===== src/rtl/pwm_ctrl_pkg.sv =====
// Shared types, default widths and the saturating duty-step helper for the PWM sequencers.
package pwm_ctrl_pkg;

   typedef enum logic {
      ST_IDLE = 1'b0,
      ST_RAMP = 1'b1
   } fade_state_t;

   localparam int DEF_BIT_WIDTH  = 8;
   localparam int DEF_RATE_WIDTH = 8;

   // The helper works on a fixed wide word; callers zero-extend and truncate, so any
   // bit_width up to 31 gets a difference at least one bit wider than the operands.
   localparam int FADE_W = 32;

   function automatic logic [FADE_W-1:0] fade_step(input logic [FADE_W-1:0] duty,
                                                   input logic [FADE_W-1:0] tgt,
                                                   input logic [FADE_W-1:0] step);
      logic [FADE_W:0]   diff;
      logic [FADE_W-1:0] res;
      if (tgt >= duty) begin
         diff = {1'b0, tgt} - {1'b0, duty};
         res  = (diff <= {1'b0, step}) ? tgt : duty + step;
      end else begin
         diff = {1'b0, duty} - {1'b0, tgt};
         res  = (diff <= {1'b0, step}) ? tgt : duty - step;
      end
      return res;
   endfunction

endpackage


===== src/rtl/pwm_period_counter.sv =====
// Free-running PWM period counter: 0..max_value then wrap, with a combinational period_end flag.
module pwm_period_counter
   import pwm_ctrl_pkg::*;
#(
   parameter int bit_width = DEF_BIT_WIDTH
) (
   input  logic                 clk,
   input  logic                 rst_n,
   input  logic [bit_width-1:0] max_value,
   output logic                 period_end
);

   logic [bit_width-1:0] cnt_q;
   logic [bit_width-1:0] cnt_d;

   // Using >= lets a lowered max_value pull an overshooting counter back to 0 at once.
   always_comb begin
      cnt_d = (cnt_q >= max_value) ? '0 : cnt_q + 1'b1;
   end

   assign period_end = (cnt_q == max_value);

   always_ff @(posedge clk) begin
      if (!rst_n) begin
         cnt_q <= '0;
      end else begin
         cnt_q <= cnt_d;
      end
   end

endmodule


===== src/rtl/pwm_fade_ctrl.sv =====
// Duty ramp sequencer for pwm_module; duty only moves on period boundaries.
// Optional feature: define PWM_FADE_RETARGET_EN to let start re-target a running ramp.
module pwm_fade_ctrl
   import pwm_ctrl_pkg::*;
#(
   parameter int bit_width  = DEF_BIT_WIDTH,
   parameter int rate_width = DEF_RATE_WIDTH
) (
   input  logic                  clk,
   input  logic                  rst_n,
   input  logic                  start,
   input  logic                  abort,
   input  logic [bit_width-1:0]  target,
   input  logic [bit_width-1:0]  step,
   input  logic [rate_width-1:0] rate,
   input  logic [bit_width-1:0]  max_value,
   output logic [bit_width-1:0]  duty,
   output logic                  period_end,
   output logic                  busy,
   output logic                  done
);

`ifdef PWM_FADE_RETARGET_EN
   localparam bit RETARGET_EN = 1'b1;
`else
   localparam bit RETARGET_EN = 1'b0;
`endif

   fade_state_t           state_q, state_d;
   logic [bit_width-1:0]  duty_q, duty_d;
   logic [bit_width-1:0]  tgt_q, tgt_d;
   logic [bit_width-1:0]  step_q, step_d;
   logic [rate_width-1:0] rate_q, rate_d;
   logic [rate_width-1:0] rate_cnt_q, rate_cnt_d;
   logic                  busy_q, busy_d;
   logic                  done_q, done_d;
   logic [bit_width-1:0]  step_nz;

   pwm_period_counter #(
      .bit_width (bit_width)
   ) u_period_counter (
      .clk        (clk),
      .rst_n      (rst_n),
      .max_value  (max_value),
      .period_end (period_end)
   );

   assign step_nz = (step == '0) ? {{(bit_width-1){1'b0}}, 1'b1} : step;

   always_comb begin
      state_d    = state_q;
      duty_d     = duty_q;
      tgt_d      = tgt_q;
      step_d     = step_q;
      rate_d     = rate_q;
      rate_cnt_d = rate_cnt_q;
      done_d     = 1'b0;

      if (abort) begin
         state_d    = ST_IDLE;
         rate_cnt_d = '0;
      end else if (start && (state_q == ST_IDLE || RETARGET_EN)) begin
         // A start that matches the present duty finishes immediately without ramping.
         tgt_d      = target;
         step_d     = step_nz;
         rate_d     = rate;
         rate_cnt_d = rate;
         if (target == duty_q) begin
            state_d = ST_IDLE;
            done_d  = 1'b1;
         end else begin
            state_d = ST_RAMP;
         end
      end else if (state_q == ST_RAMP && period_end) begin
         if (rate_cnt_q != '0) begin
            rate_cnt_d = rate_cnt_q - 1'b1;
         end else begin
            duty_d     = bit_width'(fade_step(FADE_W'(duty_q), FADE_W'(tgt_q), FADE_W'(step_q)));
            rate_cnt_d = rate_q;
            if (duty_d == tgt_q) begin
               state_d = ST_IDLE;
               done_d  = 1'b1;
            end
         end
      end

      busy_d = (state_d == ST_RAMP);
   end

   always_ff @(posedge clk) begin
      if (!rst_n) begin
         state_q    <= ST_IDLE;
         duty_q     <= '0;
         tgt_q      <= '0;
         step_q     <= '0;
         rate_q     <= '0;
         rate_cnt_q <= '0;
         busy_q     <= 1'b0;
         done_q     <= 1'b0;
      end else begin
         state_q    <= state_d;
         duty_q     <= duty_d;
         tgt_q      <= tgt_d;
         step_q     <= step_d;
         rate_q     <= rate_d;
         rate_cnt_q <= rate_cnt_d;
         busy_q     <= busy_d;
         done_q     <= done_d;
      end
   end

   assign duty = duty_q;
   assign busy = busy_q;
   assign done = done_q;

endmodule

===== config.mk =====
export PLATFORM = sky130hd
export DESIGN_NAME = pwm_fade_ctrl
export DESIGN_NICKNAME = d
export VERILOG_FILES = /design/src/rtl/pwm_ctrl_pkg.sv /design/src/rtl/pwm_period_counter.sv /design/src/rtl/pwm_fade_ctrl.sv
export SDC_FILE = /design/constraint.sdc
export NUM_CORES = 1
export LEC_CHECK = 0
export ABC_AREA = 1
export ABC_CLOCK_PERIOD_IN_PS = 4820
export BUFFER_PORTS_ARGS = -buffer_cell sky130_fd_sc_hd__buf_2
export CAP_MARGIN = 20
export CORE_AREA = 2 2 137 72
export CTS_CLUSTER_DIAMETER = 40
export CTS_CLUSTER_SIZE = 10
export DETAILED_ROUTE_END_ITERATION = 10
export DIE_AREA = 0 0 139 74
export HOLD_SLACK_MARGIN = 0.15
export PLACE_DENSITY = 0.67
export SYNTH_ARGS = -nofsm -noshare
export SYNTH_HDL_FRONTEND = slang
export SYNTH_SLANG_ARGS = --single-unit

===== constraint.sdc =====
create_clock -name clk -period 4.82 [get_ports clk]
set_input_delay 0 -clock clk [delete_from_list [all_inputs] [get_ports clk]]
set_output_delay 0 -clock clk [all_outputs]
set_load 0.02 [all_outputs]

==> metrics.cfg, run 1 <==
[outcome]
status = finished, final reports clean

[timing]
finalSetupViolations = 0
tightest_slew_ps = 697
max_freq_mhz = 234
clock-skew-final_ps = 9.35
slew_headroom_pct = 53.5
slew_viol_final = 0
tns_ps = 0
holdWs_ps = 159
rsz0062_at_grt = no
finalCritPeriodShare_pct = 88.8
fin_crit_ps = 4280
timing_hold_violations_final = 0

[power]
fin_total_pwr_mw = 1.46
vdd_drop_max_v = 0.000186
cellLeakagePower_nw = 2.54
powerDensity_nw_per_um2 = 284

[routing]
drtIter0Drc = 472
via_count = 4590
drc_errors = 0
drt_pass1_iterations = 5
routed_via_density = 5.58
postRouteAntennaNets = 0
post_drt_wl_per_cell_um = 17.5
wirelength_um = 14400

[final_layout]
antenna_cells = 0
final_common_cell = nand2_1
areaGrowthSynthToFinish_pct = 16.5
drive_gt1_share_pct = 11.4
seqCellArea_sq_um = 1000
final_nets = 796
final_cell_mix = nand2_1, inv_1, a21oi_1, nand3_1, ha_1
fillers = 876
multi_input_area_sq_um = 3020

[place]
dpl.hpwl_um = 11400
io_buffers = 46
gp_congestion = 1.04

[floorplan]
num_rows = 25
fp.dieW_um = 139
die_area_sq_um = 10300
initial_core_util_pct = 48.5
core_sq_um = 9130
die_h_um = 74
ios = 47

[yosys]
ys_seq_area_share_pct = 22.6
ys_types = 46
yosys.area.top_type = dfxtp_1
synthArstFlopShare_pct = 0
synth_top_area_share_pct = 22.6
syn_nets = 731
synth_cells = 635
ys.flop_type = dfxtp_1
synth.area.top_cells = dfxtp_1, ha_1, nand2_1
synth_edf_count = 0
syn_avg_cell_area_sq_um = 6.98
ys_ff_latch = 50
syn_area_sq_um = 4430
ys.warnings.count = 0

[setup_path]
cp_max_fo = 9
crit_type = reg -> reg
startpoint_type = register
critPathCaptureType = register
worstPathArrival_ps = 4470
required_ps = 5000

[clocking]
cts-htree-levels = 2
cts.root.buffer_cell = clkbuf_16
clk_pin_slew_ps = 80
cts_buffer_depth = 2
cts-buffers-inserted = 5
cts_setup_buffers = 0
cts_tree = built
clk_latency_ps = 300
cts_num_sinks = 50

[global_route]
grt_max_degree = 43
grt-ovfl-total = 0
antenna_found_initial = 0
grt_pass1_wl_um = 22400
track_usage_pct = 28.1
grt_pass1_vias = 4168

[job]
maxCapViolations = 0

[worst_hold_path]
hold_path.class = in -> reg

==> power by group <==
group / internal (mW) / switching, mW / leakage [nW] / total [mW]
clock: 0.246 / 0.174 / 0.0771 / 0.420
combinational: 0.207 / 0.383 / 2.05 / 0.590
sequential: 0.432 / 0.0224 / 0.408 / 0.454
total: 0.885 / 0.579 / 2.54 / 1.46
==> final cells by class <==
cell class | instances | area share (%)
repair buffers | 73 | 9.55
well taps | 121 | 2.93
clock inverters | 2 | 0.727
multi-input cells | 482 | 58.5
flip-flops and latches | 50 | 19.4
inverters | 88 | 6.40
clock buffers | 6 | 2.50
==> cells by family after synthesis <==
group	Yosys count	share of synthesized area, %
flops	50	22.6
simple gates	254	25.9
buf+inv	103	9.26
xor+xnor	35	6.92
fa+ha+maj	60	17.6
compound gates	133	17.7
==> worst paths after layout <==
path         startpoint         to  slack [ps]  cells past startpoint
max reg2reg     duty[1]       busy         540                     23
min             step[2]  step_q[2]         160                      3
min reg2reg   rate_q[4]  rate_q[4]         470                      2
max             duty[1]       busy         540                     23
==> synthesized netlist by cell type (all sizes together), types with 2 or more instances <==
cell	instances
o221ai	2
a211oi	3
nor3	4
nand2	127
nor3b	2
o22ai	2
o211ai	5
a2111oi	2
dfxtp	50
o21ai	39
fa	4
xnor2	11
nand4	6
xor2	24
buf	8
clkbuf	7
a221oi	5
a22oi	2
o21bai	2
nand3	63
inv	87
a21oi	66
a31oi	2
ha	56
nor4	3
nor2	46
==> critical path, stage by stage, from the launching register on <==
cell and delay (ps):
dfxtp_1 660, inv_1 260, ha_1 380, nand2_1 120, nor2_1 50, a211oi_1 340
o21ai_0 260, a21oi_1 190, nor2_1 50, nor2_1 110, xor2_1 170, ha_1 290
nand4_1 170, nand2_4 120, nand2_4 130, nand2_1 90, nand3_1 100, nand2_1 80
nand2_1 60, nand2_1 60, nor2_1 80, nand3_1 140, o21bai_1 160, a21oi_1 80
==> layer usage <==
metal  vias to the layer above  wire, um  track usage, %
met4                         0       189            5.16
met2                       200      5300            37.8
met3                        12      1350            6.70
met1                      2121      7520            44.9
li1                       2257         -               -
met5                         -         0               0
==> state kept, by name, summed over array words and instances (netlist names) <==
signal and cells:
rate_q 8, duty 8, u_period_counter.cnt_q 8, step_q 8, busy 1, tgt_q 8, done 1, rate_cnt_q 8
==> stage by stage <==
| stage | area, sq um | setup slack [ps] | utilization (%) | std cells |
|---|---|---|---|---|
| final | 5160 | 537 | 56.5 | 822 |
| after global routing | 5160 | 218 | 56.5 | 822 |
| after CTS | 5160 | 639 | 56.5 | 822 |
| after detailed placement | 4760 | 656 | 52.1 | 790 |
| after global placement | 4760 | 663 | 52.1 | 790 |
| after floorplan | 4430 | 1400 | - | 635 |
==> timing repair <==
item                      CTS  global route
hold buffers               24             0
hold endpoints to repair   36             0
gates resized for setup     0             0
Power figures use the tool's default switching activity.
==> run 2: changes to the inputs <==
--- a/config.mk
+++ b/config.mk
@@ -9,13 +9,13 @@
 export ABC_CLOCK_PERIOD_IN_PS = 4820
 export BUFFER_PORTS_ARGS = -buffer_cell sky130_fd_sc_hd__buf_2
 export CAP_MARGIN = 20
-export CORE_AREA = 2 2 137 72
+export CORE_AREA = 2 2 93 104
 export CTS_CLUSTER_DIAMETER = 40
 export CTS_CLUSTER_SIZE = 10
 export DETAILED_ROUTE_END_ITERATION = 10
-export DIE_AREA = 0 0 139 74
+export DIE_AREA = 0 0 95 106
 export HOLD_SLACK_MARGIN = 0.15
-export PLACE_DENSITY = 0.67
+export PLACE_DENSITY = 0.68
 export SYNTH_ARGS = -nofsm -noshare
 export SYNTH_HDL_FRONTEND = slang
 export SYNTH_SLANG_ARGS = --single-unit
==> run 2 against run 1 <==
Effect of this change:
- hold slack better by 190 ps
- power down 11%
- via count down 0.74%
- clock skew up 1.8 ps
- clock power down 37%
- global-route usage down 0.98 points
- register-to-register slack better by 290 ps
- largest power group unchanged
- wire length down 8.5%
- die area down 2.1%
- non-clock buffer count up 3
- fmax up 7.2%
- combinational power down 2%
- highest routed layer unchanged
==> metrics.cfg, run 2 (synthesis gave the netlist of run 1 again) <==
[outcome]
status = finished, final reports clean  ; unchanged

[clocking]
clk_latency_ps = 320  ; was 300 ps
clk_pin_slew_ps = 100  ; was 80 ps
cts.root.buffer_cell = clkbuf_8  ; was clkbuf_16
cts_num_sinks = 50  ; unchanged
cts_tree = built  ; unchanged
cts_buffer_depth = 2  ; unchanged
cts-htree-levels = 2  ; unchanged
cts-buffers-inserted = 5  ; unchanged

[job]
maxCapViolations = 0  ; unchanged

[global_route]
grt_max_degree = 31  ; was 43
grt_pass1_vias = 4486  ; was 4168
grt-ovfl-total = 0  ; unchanged
antenna_found_initial = 0  ; unchanged
track_usage_pct = 27.2  ; was 28.1%
grt_pass1_wl_um = 21300  ; was 22400 um

[routing]
wirelength_um = 13100  ; was 14400 um
drtIter0Drc = 359  ; was 472
via_count = 4556  ; was 4590
postRouteAntennaNets = 0  ; unchanged
drt_pass1_iterations = 5  ; unchanged
post_drt_wl_per_cell_um = 16.0  ; was 17.5 um
drc_errors = 0  ; unchanged
routed_via_density = 5.55  ; was 5.58

[timing]
rsz0062_at_grt = no  ; unchanged
finalCritPeriodShare_pct = 82.9  ; was 88.8%
tightest_slew_ps = 769  ; was 697 ps
holdWs_ps = 352  ; was 159 ps
max_freq_mhz = 250  ; was 234 MHz
slew_headroom_pct = 48.5  ; was 53.5%
setup_slack_ps = 826  ; was 537 ps
fin_crit_ps = 3990  ; was 4280 ps
slew_viol_final = 0  ; unchanged
timing_hold_violations_final = 0  ; unchanged
tns_ps = 0  ; unchanged
clock-skew-final_ps = 11.1  ; was 9.35 ps
finalSetupViolations = 0  ; unchanged

[floorplan]
fp.dieW_um = 95  ; was 139 um
core_sq_um = 9120  ; was 9130 sq um
die_area_sq_um = 10100  ; was 10300 sq um
initial_core_util_pct = 48.6  ; was 48.5%
die_h_um = 106  ; was 74 um
num_rows = 37  ; was 25
ios = 47  ; unchanged

[setup_path]
cp_max_fo = 9  ; unchanged
crit_type = reg -> reg  ; unchanged
critPathCaptureType = register  ; unchanged
reg2reg_from = duty[1]  ; unchanged
required_ps = 5080  ; was 5000 ps
crit_start = duty[1]  ; unchanged
startpoint_type = register  ; unchanged
worstPathArrival_ps = 4250  ; was 4470 ps

[place]
post-place-ws_ps = 951  ; was 656 ps
dpl.hpwl_um = 10200  ; was 11400 um
gp_congestion = 1.03  ; was 1.04
io_buffers = 46  ; unchanged

[power]
fin_total_pwr_mw = 1.30  ; was 1.46 mW
vdd_drop_max_v = 0.000129  ; was 0.000186 V
powerDensity_nw_per_um2 = 254  ; was 284 nW/um^2
cellLeakagePower_nw = 2.52  ; was 2.54 nW

[final_layout]
fillers = 878  ; was 876
antenna_cells = 0  ; unchanged
final_cell_mix = nand2_1, inv_1, a21oi_1, nand3_1, ha_1  ; unchanged
final_nets = 799  ; was 796
drive_gt1_share_pct = 11.1  ; was 11.4%
final_common_cell = nand2_1  ; unchanged
areaGrowthSynthToFinish_pct = 15.5  ; was 16.5%

[worst_hold_path]
hold_path.class = in -> reg  ; unchanged
min-delay-start = max_value[7]  ; was step[2]

## run 2: cell count changes in the layout (fill, tap and decap cells not counted), sizes merged
cell	previous run	this run
clkbuf	6	7
dlygate4sd3	24	29
buf	49	47
clkinvlp	1	0
bufinv	1	0
clkinv	1	2
## run 2: metal layers
metal | share of wire [%] | vias up | track usage, % | wire, um
li1 | - | 2250 | - | -
met1 | 43 | 2138 | 32.2 | 5590
met2 | 49 | 133 | 47.5 | 6500
met3 | 3.9 | 35 | 3.76 | 512
met4 | 4.1 | 0 | 13.0 | 534
met5 | 0 | - | 0 | 0
## run 2: what timing repair did
action	in CTS	in global routing
endpoints found under the setup margin	0	0
gates resized for setup	0	0
hold buffers	29	0
endpoints found under the hold margin	39	0
buffers inserted	0	0
## run 2: area by class of cell
cell class | count | area (sq um) | area share [%]
Timing Repair Buffer | 76 | 528 | 10.3
Inverter | 88 | 330 | 6.45
Clock inverter | 1 | 5.00 | 0.0978
Sequential cell | 50 | 1000 | 19.6
Multi-Input combinational cell | 482 | 3020 | 59.0
Tap cell | 117 | 146 | 2.86
Clock buffer | 7 | 86.3 | 1.69
## run 2: path summary, 6_finish.rpt
path / to / slack (ps) / depth (start not counted)
hold / removal: u_period_counter.cnt_q[0] / 350 / 6
hold reg to reg: rate_q[5] / 470 / 2
setup reg to reg: done / 830 / 23
setup / recovery: done / 830 / 23
## run 2: critical path: stages, from the launching register on
cell and delay (ps):
dfxtp_1 600, inv_1 200, ha_1 340, nand2_1 120, nor2_1 50, a211oi_1 320
o21ai_0 220, a21oi_1 160, nor2_1 50, nor2_1 100, xor2_1 160, ha_1 260
nand4_1 150, nand2_4 110, nand2_4 130, nand2_1 60, nand3_1 80, nand2_1 90
nand2_1 60, nand2_1 50, nor2_1 180, nand3_1 130, o21ai_1 140, and2_1 140
## run 2: report_power, final
part           switching (mW)  total [mW]  internal [mW]
clock network           0.150       0.266          0.116
logic                   0.369       0.578          0.209
registers              0.0211       0.453          0.432
total                   0.540        1.30          0.758
## run 2: stage by stage
| step | cell area, sq um | util (%) | std cells |
|---|---|---|---|
| floorplan | 4430 | - | 635 |
| global placement | 4740 | 51.9 | 784 |
| detailed placement | 4740 | 51.9 | 784 |
| CTS | 5120 | 56.1 | 821 |
| global route | 5120 | 56.1 | 821 |
| finish | 5120 | 56.1 | 821 |
==> run 3: changes to the inputs <==
--- a/config.mk
+++ b/config.mk
@@ -6,7 +6,7 @@
 export NUM_CORES = 1
 export LEC_CHECK = 0
 export ABC_AREA = 1
-export ABC_CLOCK_PERIOD_IN_PS = 4820
+export ABC_CLOCK_PERIOD_IN_PS = 3950
 export BUFFER_PORTS_ARGS = -buffer_cell sky130_fd_sc_hd__buf_2
 export CAP_MARGIN = 20
 export CORE_AREA = 2 2 93 104
==> constraint.sdc (replaced) <==
create_clock -name clk -period 3.95 [get_ports clk]
set_input_delay 0 -clock clk [delete_from_list [all_inputs] [get_ports clk]]
set_output_delay 0 -clock clk [all_outputs]
set_load 0.02 [all_outputs]
==> run 3 against run 2 <==
Effect of this change:
- final area grew 0.32%
- first-iteration DRC count down 32%
- global-route usage down 0.27 points
- core utilization increased by 0.18 points
- clock-buffer cell count stayed put
- wire length shrank 1.2%
- power is 22% higher
- critical endpoint unchanged
- largest power group unchanged
==> metrics.cfg, run 3 (synthesis gave the netlist of run 1 again) <==
[global_route]
grt_pass1_vias = 4485  ; was 4486
antenna_found_initial = 0  ; unchanged
met1_usage_pct = 32.5  ; was 32.2%
grt_pass1_wl_um = 21200  ; was 21300 um
track_usage_pct = 26.9  ; was 27.2%
grt_max_degree = 41  ; was 31
top_usage_layer = met2  ; unchanged
use_met2_pct = 48.7  ; was 47.5%
use_met3_pct = 3.12  ; was 3.76%
grt-ovfl-total = 0  ; unchanged

[setup_path]
slowest_stage = dfxtp_4  ; was dfxtp_1
reg2reg_from = duty[2]  ; was duty[1]
cpLargestDelayFamily = simple AND/OR/NAND/NOR gates  ; unchanged
rr_worst_depth = 23  ; unchanged
startpoint_type = register  ; unchanged
regToRegEndpoint = done  ; unchanged
critPathCaptureType = register  ; unchanged
required_ps = 4210  ; was 5080 ps
r2r_slack_ps = 230  ; was 830 ps
path_cells = inv_1 -> ha_2 -> nand2_1 -> nor2_1 -> a211oi_2 -> o21ai_0 -> a21oi_1 -> nor2_1 -> nor2_1 -> xor2_1 -> ha_1 -> nand4_1 -> nand2_4 -> nand2_4 -> nand2_1 -> nand3_1 -> nand2_1 -> nand2_1 -> nand2_1 -> nor2_1 -> nand3_1 -> o21ai_1 -> and2_1  ; was inv_1 -> ha_1 -> nand2_1 -> nor2_1 -> a211oi_1 -> o21ai_0 -> a21oi_1 -> nor2_1 -> nor2_1 -> xor2_1 -> ha_1 -> nand4_1 -> nand2_4 -> nand2_4 -> nand2_1 -> nand3_1 -> nand2_1 -> nand2_1 -> nand2_1 -> nor2_1 -> nand3_1 -> o21ai_1 -> and2_1
crit_type = reg -> reg  ; unchanged
slowest_delay_ps = 400  ; was 600 ps
cp_max_fo = 9  ; unchanged
critPathBufInv = 1  ; unchanged
worstPathArrival_ps = 3970  ; was 4250 ps
cp_common_cell = nand2_1  ; unchanged

[floorplan]
initial_core_util_pct = 48.6  ; unchanged
ios = 47  ; unchanged
core_sq_um = 9120  ; unchanged
fp.dieW_um = 95  ; unchanged
num_rows = 37  ; unchanged
die_h_um = 106  ; unchanged
die_area_sq_um = 10100  ; unchanged

[timing]
tightest_slew_ps = 692  ; was 769 ps
rsz0062_at_grt = no  ; unchanged
setup_slack_ps = 233  ; was 826 ps
holdWs_ps = 158  ; was 352 ps
timing_hold_violations_final = 0  ; unchanged
clock-skew-final_ps = 3.76  ; was 11.1 ps
finalCritPeriodShare_pct = 94.1  ; was 82.9%
slew_headroom_pct = 53.7  ; was 48.5%
fin_crit_ps = 3720  ; was 3990 ps
max_freq_mhz = 269  ; was 250 MHz
finalSetupViolations = 0  ; unchanged
slew_viol_final = 0  ; unchanged

[final_layout]
finalNonFillerCells = 822  ; was 821
fillers = 909  ; was 878
final_nets = 800  ; was 799
final_common_cell = nand2_1  ; unchanged
antenna_cells = 0  ; unchanged
final_cell_mix = nand2_1, inv_1, a21oi_1, nand3_1, ha_1  ; unchanged
areaGrowthSynthToFinish_pct = 15.8  ; was 15.5%
drive_gt1_share_pct = 12.5  ; was 11.1%

[power]
cellLeakagePower_nw = 2.53  ; was 2.52 nW
switching_power_mw = 0.656  ; was 0.540 mW
intPower_mw = 0.926  ; was 0.758 mW
netSwitchingFraction_pct = 41.5  ; was 41.6%
powerDensity_nw_per_um2 = 308  ; was 254 nW/um^2
clkPwrFrac_pct = 20.4  ; was 20.5%
vdd_drop_max_v = 0.000192  ; was 0.000129 V
pwr-share-comb_pct = 44.7  ; was 44.6%
seq_power_share_pct = 34.8  ; was 34.9%

[clocking]
cts_num_sinks = 50  ; unchanged
cts_tree = built  ; unchanged
cts-htree-levels = 2  ; unchanged
clk_pin_slew_ps = 90  ; was 100 ps
clk_latency_ps = 310  ; was 320 ps
cts.root.buffer_cell = clkbuf_8  ; unchanged
cts-buffers-inserted = 5  ; unchanged
cts_buffer_depth = 2  ; unchanged

[worst_hold_path]
min-delay-start = step[4]  ; was max_value[7]
hold_path_depth = 3  ; was 6
hold_path.class = in -> reg  ; unchanged
hold_end = step_q[4]  ; was u_period_counter.cnt_q[0]

[place]
post-place-ws_ps = -128  ; was 951 ps
gp_congestion = 1.00  ; was 1.03
dpl.hpwl_um = 10300  ; was 10200 um
io_buffers = 46  ; unchanged
placed_cells = 787  ; was 784

[routing]
drtIter0Drc = 245  ; was 359
post_drt_wl_per_cell_um = 15.8  ; was 16.0 um
drc_errors = 0  ; unchanged
wirelength_um = 13000  ; was 13100 um
routed_via_density = 5.52  ; was 5.55
postRouteAntennaNets = 0  ; unchanged
drt_pass1_iterations = 5  ; unchanged
via_count = 4540  ; was 4556

[job]
maxCapViolations = 0  ; unchanged

[outcome]
status = finished, final reports clean  ; unchanged

==> run 3: changes by cell type in the layout (fill, tap and decap cells not counted), sizes merged <==
cell         before  now
buf              47   51
dlygate4sd3      29   26
==> run 3: how the worst max path moves through the flow <==
stage | startpoint | endpoint | slack (ps) | cells after the start
after floorplan | duty[1] | busy | 530 | 23
after global placement | duty[2] | done | -70 | 23
after detailed placement | duty[2] | done | -130 | 23
after CTS | duty[2] | done | 20 | 23
after global routing | duty[2] | busy | 10 | 23
final | duty[2] | done | 230 | 23
==> run 3: per-layer routing <==
| layer | share of wire (%) | routed length (um) |
|---|---|---|
| met3 | 4.3 | 557 |
| met2 | 51 | 6570 |
| met4 | 2.4 | 315 |
| met5 | 0 | 0 |
| met1 | 43 | 5540 |
==> run 3: stage by stage <==
stage / power [mW] / utilization [%] / TNS (ps) / area, sq um
floorplan: 1.07 / - / 0 / 4430
global placement: 1.22 / 52.2 / -127 / 4760
detailed placement: 1.23 / 52.2 / -256 / 4760
CTS: 1.57 / 56.1 / 0 / 5110
global route: 1.69 / 56.3 / 0 / 5130
finish: 1.58 / 56.3 / 0 / 5130
==> run 3: final cells by class <==
| cell class | count | area (sq um) | area share [%] |
|---|---|---|---|
| Clock inverter | 1 | 5.00 | 0.0975 |
| Clock buffer | 7 | 86.3 | 1.68 |
| Tap cell | 117 | 146 | 2.85 |
| Sequential cell | 50 | 1010 | 19.6 |
| Timing Repair Buffer | 77 | 528 | 10.3 |
| Inverter | 88 | 330 | 6.43 |
| Multi-Input combinational cell | 482 | 3030 | 59.0 |
==> run 3: timing repair <==
item,CTS,global route
endpoints found under the hold margin,39,0
pin swaps,0,1
buffers inserted,0,1
hold buffers,26,0
endpoints found under the setup margin,2,2
resized for setup,1,6
==> run 3: worst reg2reg max path: stages, from the launching register on <==
cell and delay [ps]:
dfxtp_4 400, inv_1 60, ha_2 350, nand2_1 150
nor2_1 70, a211oi_2 280, o21ai_0 190, a21oi_1 200
nor2_1 60, nor2_1 110, xor2_1 210, ha_1 280
nand4_1 140, nand2_4 110, nand2_4 130, nand2_1 70
nand3_1 90, nand2_1 80, nand2_1 90, nand2_1 60
nor2_1 130, nand3_1 130, o21ai_1 140, and2_1 140
==> run 3: power groups by stage <==
stage               combinational, mW  clock, mW  sequential, mW
floorplan                       0.518          0           0.555
global placement                0.661          0           0.562
detailed placement              0.671          0           0.562
CTS                             0.694      0.330           0.551
global route                    0.795      0.343           0.554
finish                          0.708      0.323           0.551
